<file path="src/rtl/fifo_skew_scheduler_if.sv">
// Handshake/bus bundle between the skewed read scheduler and its controller/FIFO bank.
interface fifo_skew_scheduler_if #(
    parameter int unsigned ROWS      = 4,
    parameter int unsigned CNT_WIDTH = 8
);
    logic                 start;
    logic [CNT_WIDTH-1:0] length;
    logic [ROWS-1:0]      fifo_empty;
    logic [ROWS-1:0]      fifo_read;
    logic [ROWS-1:0]      row_valid;
    logic                 stall;
    logic                 busy;
    logic                 done;

    modport master (
        output start, length, fifo_empty,
        input  fifo_read, row_valid, stall, busy, done
    );

    modport slave (
        input  start, length, fifo_empty,
        output fifo_read, row_valid, stall, busy, done
    );
endinterface

</file>
<file path="src/rtl/fifo_skew_scheduler.sv">
// Read-side scheduler: issues a diagonally skewed read burst across ROWS FIFOs,
// freezing the whole wavefront whenever any row that must be read is empty.
module fifo_skew_scheduler #(
    parameter int unsigned ROWS      = 4,
    parameter int unsigned CNT_WIDTH = 8
) (
    input  logic                  clk,
    input  logic                  reset_n,
    fifo_skew_scheduler_if.slave  bus
);
    localparam int unsigned TW = CNT_WIDTH + 1;

    typedef enum logic [1:0] {
        IDLE = 2'd0,
        RUN  = 2'd1,
        DONE = 2'd2
    } state_t;

    state_t               state;
    state_t               state_nxt;
    logic [TW-1:0]        t;
    logic [CNT_WIDTH-1:0] len;
    logic [TW-1:0]        t_last;
    logic [ROWS-1:0]      need_c;
    logic                 hold_c;
    logic [ROWS-1:0]      read_c;
    logic                 stall_c;
    logic                 busy_c;
    logic                 done_c;
    logic [ROWS-1:0]      row_valid_q;

    // Last step index is L+ROWS-2; kept one bit wider than the length so it never wraps.
    assign t_last = {1'b0, len} + TW'(ROWS - 1) - TW'(1);

    // Row i reads during steps i .. i+L-1.
    always_comb begin
        need_c = '0;
        for (int unsigned i = 0; i < ROWS; i++) begin
            need_c[i] = (t >= TW'(i)) && (t < (TW'(i) + {1'b0, len}));
        end
    end

    assign hold_c = |(need_c & bus.fifo_empty);

    always_ff @(posedge clk or negedge reset_n) begin
        if (!reset_n) begin
            state <= IDLE;
        end else begin
            state <= state_nxt;
        end
    end

    always_comb begin
        state_nxt = state;
        case (state)
            IDLE: begin
                if (bus.start) begin
                    state_nxt = (bus.length != '0) ? RUN : DONE;
                end
            end
            RUN: begin
                if (!hold_c && (t == t_last)) begin
                    state_nxt = DONE;
                end
            end
            DONE:    state_nxt = IDLE;
            default: state_nxt = IDLE;
        endcase
    end

    always_comb begin
        read_c  = '0;
        stall_c = 1'b0;
        busy_c  = 1'b0;
        done_c  = 1'b0;
        case (state)
            RUN: begin
                stall_c = hold_c;
                read_c  = hold_c ? '0 : need_c;
                busy_c  = 1'b1;
            end
            DONE: begin
                busy_c = 1'b1;
                done_c = 1'b1;
            end
            default: ;
        endcase
    end

    // Step counter and latched length; start is only honoured in IDLE.
    always_ff @(posedge clk or negedge reset_n) begin
        if (!reset_n) begin
            t   <= '0;
            len <= '0;
        end else begin
            case (state)
                IDLE: begin
                    if (bus.start && (bus.length != '0)) begin
                        len <= bus.length;
                        t   <= '0;
                    end
                end
                RUN: begin
                    if (!hold_c) begin
                        t <= t + TW'(1);
                    end
                end
                default: ;
            endcase
        end
    end

    always_ff @(posedge clk or negedge reset_n) begin
        if (!reset_n) begin
            row_valid_q <= '0;
        end else begin
            row_valid_q <= read_c;
        end
    end

    assign bus.fifo_read = read_c;
    assign bus.stall     = stall_c;
    assign bus.busy      = busy_c;
    assign bus.done      = done_c;
    assign bus.row_valid = row_valid_q;

endmodule

</file>
<file path="src/flat_wrapper.sv">
// flat-port wrapper written by rule: the top's interface ports become plain ports
module fifo_skew_scheduler_flat 
#(
    parameter int unsigned ROWS      = 4,
    parameter int unsigned CNT_WIDTH = 8
)
  (clk, reset_n, bus_start, bus_length, bus_fifo_empty, bus_fifo_read, bus_row_valid, bus_stall, bus_busy, bus_done);
  fifo_skew_scheduler_if #(.ROWS(ROWS), .CNT_WIDTH(CNT_WIDTH)) bus_i ();
  input  logic clk;
  input  logic reset_n;
  input wire logic [$bits(bus_i.start)-1:0] bus_start;
  input wire logic [$bits(bus_i.length)-1:0] bus_length;
  input wire logic [$bits(bus_i.fifo_empty)-1:0] bus_fifo_empty;
  output wire logic [$bits(bus_i.fifo_read)-1:0] bus_fifo_read;
  output wire logic [$bits(bus_i.row_valid)-1:0] bus_row_valid;
  output wire logic [$bits(bus_i.stall)-1:0] bus_stall;
  output wire logic [$bits(bus_i.busy)-1:0] bus_busy;
  output wire logic [$bits(bus_i.done)-1:0] bus_done;
  assign bus_i.start = bus_start;
  assign bus_i.length = bus_length;
  assign bus_i.fifo_empty = bus_fifo_empty;
  assign bus_fifo_read = bus_i.fifo_read;
  assign bus_row_valid = bus_i.row_valid;
  assign bus_stall = bus_i.stall;
  assign bus_busy = bus_i.busy;
  assign bus_done = bus_i.done;
  fifo_skew_scheduler #(.ROWS(ROWS), .CNT_WIDTH(CNT_WIDTH)) u_core (.clk(clk), .reset_n(reset_n), .bus(bus_i));
endmodule
</file>
<file path="config.mk">
export PLATFORM = sky130hd
export DESIGN_NAME = fifo_skew_scheduler_flat
export DESIGN_NICKNAME = d
export VERILOG_FILES = /design/src/rtl/fifo_skew_scheduler_if.sv /design/src/rtl/fifo_skew_scheduler.sv /design/src/flat_wrapper.sv
export SDC_FILE = /design/constraint.sdc
export NUM_CORES = 1
export LEC_CHECK = 0
export ABC_AREA = 1
export ABC_CLOCK_PERIOD_IN_PS = 2900
export BUFFER_PORTS_ARGS = -buffer_cell sky130_fd_sc_hd__buf_2
export CORE_ASPECT_RATIO = 2
export CORE_MARGIN = 5
export CORE_UTILIZATION = 61
export CTS_BUF_LIST = sky130_fd_sc_hd__clkbuf_16
export CTS_CLUSTER_DIAMETER = 80
export DETAILED_ROUTE_END_ITERATION = 10
export GPL_TIMING_DRIVEN = 0
export PLACE_DENSITY = 0.82
export SETUP_SLACK_MARGIN = 0.3
export SLEW_MARGIN = 20
export SYNTH_ARGS = -nofsm -noshare
export SYNTH_HDL_FRONTEND = slang
export SYNTH_SLANG_ARGS = --single-unit
</file>
<file path="constraint.sdc">
create_clock -name clk -period 2.9 [get_ports clk]
set_input_delay 0.58 -clock clk [delete_from_list [all_inputs] [get_ports clk]]
set_output_delay 0.58 -clock clk [all_outputs]
set_load 0.005 [all_outputs]
</file>
==> run summary <==
Leakage power of the design = 1.799 nW
Final Cycle Share = 120.7%
Drt via density = 5.946
Half-perimeter wire length after detailed placement = 5.859 mm
DRC violation count after routing = 0
Number of violations reported at the end of detailed-routing iteration 0 = 177
Number of global-route vias before repair = 2,773
Distinct cell type count of the synthesized netlist = 31
Total Power = 3.370 mW
All-Layer GR Usage = 25.82%
Max clock buf depth = 2
DRT Pass-1 Iters = 5
Total routed wirelength = 9.243 mm
Worst-case setup margin in the final layout = -600.9 ps
Net count after synthesis = 453
Maximum number of pins on one net before global-route repair = 24
Std-Cell Rows = 34
MaxCap Viol Count = 0
Seq pwr share = 16.8%
Worst min-delay path category = primary input to async pin
Cell Pwr Density = 979.8 mW/mm²
Outcome = finished with violations
Number of H-tree levels = 1
Max-slew violation count = 0
Critical R2R Launch = u_core.len[2]
Post-Synthesis Cells = 396
Switching power total = 1.770 mW
TritonCTS clock tree = done
Chip Height = 104.4 µm
Max Fanout on Critical Path = 6
Weighted congestion at the end of routability-driven global placement = 0.9045
Residual overflow from global routing = 0
Nature of the critical path endpoint = output port
Antenna diode count = 0
Clock network power share = 9.4%
WS Path Type = register to output port
Final setup fails = 16
Clock sink total = 23
Mean instance size in the synthesized netlist = 6.859 µm²
RSZ-0062 raised after global routing = true
Ratio of cells with drive above 1 in the final layout = 28.44%
Die Outline Area = 0.005968 mm²
Number of antenna violations at the first check in global routing = 0
Clock skew = 5.987 ps
Wire length of the first global-routing pass = 12.19 mm
Net switching fraction of the power = 52.53%
Setup TNS Final = -4494 ps
Worst setup startpoint = u_core.len[2]
Achievable frequency = 285.6 MHz
Initial cell density of the core = 62.60%
Synthesized flop and latch total = 23
Horiz. Die Dim = 57.19 µm
CTS buffer count = 3
Clk pin slew, worst setup/hold paths = 70 ps
Post-synthesis to final-layout area growth = 26.62%
Antenna Nets Post-Route = 0
Skew-Pair Late Insertion Delay = 270 ps
Final critical path time including I/O delays and setup = 3501 ps
Data arrival time of the worst path = 2920 ps
Vias after detailed routing = 2,997
Netlist area before placement = 0.002716 mm²
Total count of hold-check failures in the final report = 0
Required time of the worst setup path = 2320 ps
Internal cell power = 1.600 mW
Number of warnings reported in the yosys synthesis log = 0
Placeable core region = 0.004339 mm²
Part of the Yosys area used for sequential elements = 21.19%
Worst slew margin = 13.82%
Transition at the pin with the smallest max-transition slack = 1279 ps
Worst Setup Start Kind = register
Number of top-level pins = 26
Peak supply drop = 0.8426 mV
Clock root buffer = sky130_fd_sc_hd__clkbuf_16
Comb power frac = 73.8%
Mean routed wirelength per cell = 18.34 µm
Port Buf Inserts = 25
CTS Hold Bufs = 0
Post-layout nets = 508
Violated checks = setup timing
Path depth of the worst reg2reg path = 16
-- flip-flops by register name, summed over array words and instances (netlist names) --
register / count
u_core.bus.row_valid: 4
u_core.t: 9
u_core.len: 8
u_core.state: 2
-- layout by cell type (no fill, tap or decap), types with 3 or more instances in the layout --
cell and instances:
sky130_fd_sc_hd__dfrtp_1 19, sky130_fd_sc_hd__dfrtp_2 4, sky130_fd_sc_hd__clkbuf_16 4, sky130_fd_sc_hd__ha_4 4, sky130_fd_sc_hd__nand4_1 8, sky130_fd_sc_hd__xnor2_1 3, sky130_fd_sc_hd__buf_2 25, sky130_fd_sc_hd__nand3_2 5
sky130_fd_sc_hd__inv_4 3, sky130_fd_sc_hd__o21ai_0 16, sky130_fd_sc_hd__nor3_1 5, sky130_fd_sc_hd__a21oi_1 14, sky130_fd_sc_hd__ha_1 38, sky130_fd_sc_hd__nand2_1 98, sky130_fd_sc_hd__o21ai_2 11, sky130_fd_sc_hd__buf_6 3
sky130_fd_sc_hd__xor2_1 6, sky130_fd_sc_hd__nand2_2 14, sky130_fd_sc_hd__nand2_4 5, sky130_fd_sc_hd__o21ai_1 3, sky130_fd_sc_hd__inv_1 46, sky130_fd_sc_hd__nor2_1 25, sky130_fd_sc_hd__nand3_1 35, sky130_fd_sc_hd__nor2_4 8
sky130_fd_sc_hd__nor2_2 4, sky130_fd_sc_hd__buf_4 21
-- final timing paths --
kind | end | slack (ps)
worst max-delay path | bus_stall | -600
worst min-delay path | u_core.t[1] | 290
worst max register to register | u_core.t[0] | -180
worst min register to register | u_core.state[1] | 600
max in group asynchronous | u_core.len[0] | 2230
min in group clk | u_core.len[3] | 540
-- power by group through the flow --
stage | Clock [mW] | Sequential [mW] | Combinational, mW
2_1_floorplan | 0 | 0.521 | 1.37
3_3_place_gp | 0 | 0.558 | 1.71
3_5_place_dp | 0 | 0.565 | 1.77
4_1_cts | 0.310 | 0.552 | 2.01
5_1_grt | 0.329 | 0.575 | 2.71
6_report | 0.316 | 0.566 | 2.49
-- stage by stage --
stage	hold WS (ps)	instance area, µm²	utilization, %	instances	worst slack [ps]
after detailed placement	510.2	2953	68.05	475	-269.3
after CTS	308.2	3213	74.05	494	-388.5
after floorplan	284.4	2760	-	396	258.7
after global routing	320.3	3440	79.27	504	-667.6
after global placement	499.7	2953	68.05	475	-192.2
final	287.4	3440	79.27	504	-600.9
-- per-layer routing --
layer	up-vias	GRT usage, %	share of wire [%]
met3	52	3.230	8.0
met4	0	20.40	7.1
met1	1371	26.23	33
met5	-	0	0
li1	1402	-	-
met2	172	45.17	52
-- cells in the mapped netlist (all sizes together) --
library cell	n	area share [%]
o21ai	30	6.8
o21a	2	0.55
nor3	6	1.3
buf	4	1.2
inv	51	7.0
nor2	37	5.7
and2	1	0.23
a21oi	16	2.9
nand2	118	19
xnor2	3	0.97
dfrtp	23	21
or2	2	0.46
clkbuf	2	0.28
o21bai	1	0.41
xor2	7	2.3
nor4	1	0.23
ha	42	19
nand4	9	2.3
nand3	41	8.3
-- repair_timing --
item | in CTS | in global routing
gates resized for setup | 20 | 24
cloned | 0 | 2
setup buffers | 15 | 8
endpoints found under the setup margin | 16 | 20
pin swaps | 16 | 13
-- worst max-delay path: stages (launching register included) --
cell and delay, ps:
sky130_fd_sc_hd__dfrtp_2 470, sky130_fd_sc_hd__nand2_2 160, sky130_fd_sc_hd__nor2_4 200, sky130_fd_sc_hd__nand2_1 80, sky130_fd_sc_hd__xor2_1 190, sky130_fd_sc_hd__ha_1 300, sky130_fd_sc_hd__a21oi_1 190, sky130_fd_sc_hd__o21a_1 130
sky130_fd_sc_hd__nand4_1 170, sky130_fd_sc_hd__o21a_1 260, sky130_fd_sc_hd__buf_4 160, sky130_fd_sc_hd__nand3_4 110, sky130_fd_sc_hd__nand2_4 60, sky130_fd_sc_hd__inv_1 50, sky130_fd_sc_hd__buf_2 100
-- cells by family after synthesis --
logic type                 synth area share (%)
adders and majority gates                 19.35
AOI/OAI and AO/OA                         10.69
DFF                                       21.19
buffers and inverters                     8.475
and+or+nand+nor                           37.08
xor gates and xnor gates                  3.225
-- area by class of cell --
type | instances | area [µm²]
repair buffers | 49 | 352.8
inverters | 51 | 198.9
clock inverters | 1 | 5.005
multi-input cells | 317 | 2108
fillers | 299 | 899.6
well taps | 54 | 67.56
plain buffers | 6 | 51.30
clock buffers | 3 | 75.07
flip-flops and latches | 23 | 580.6
Power figures use the tool's default switching activity.
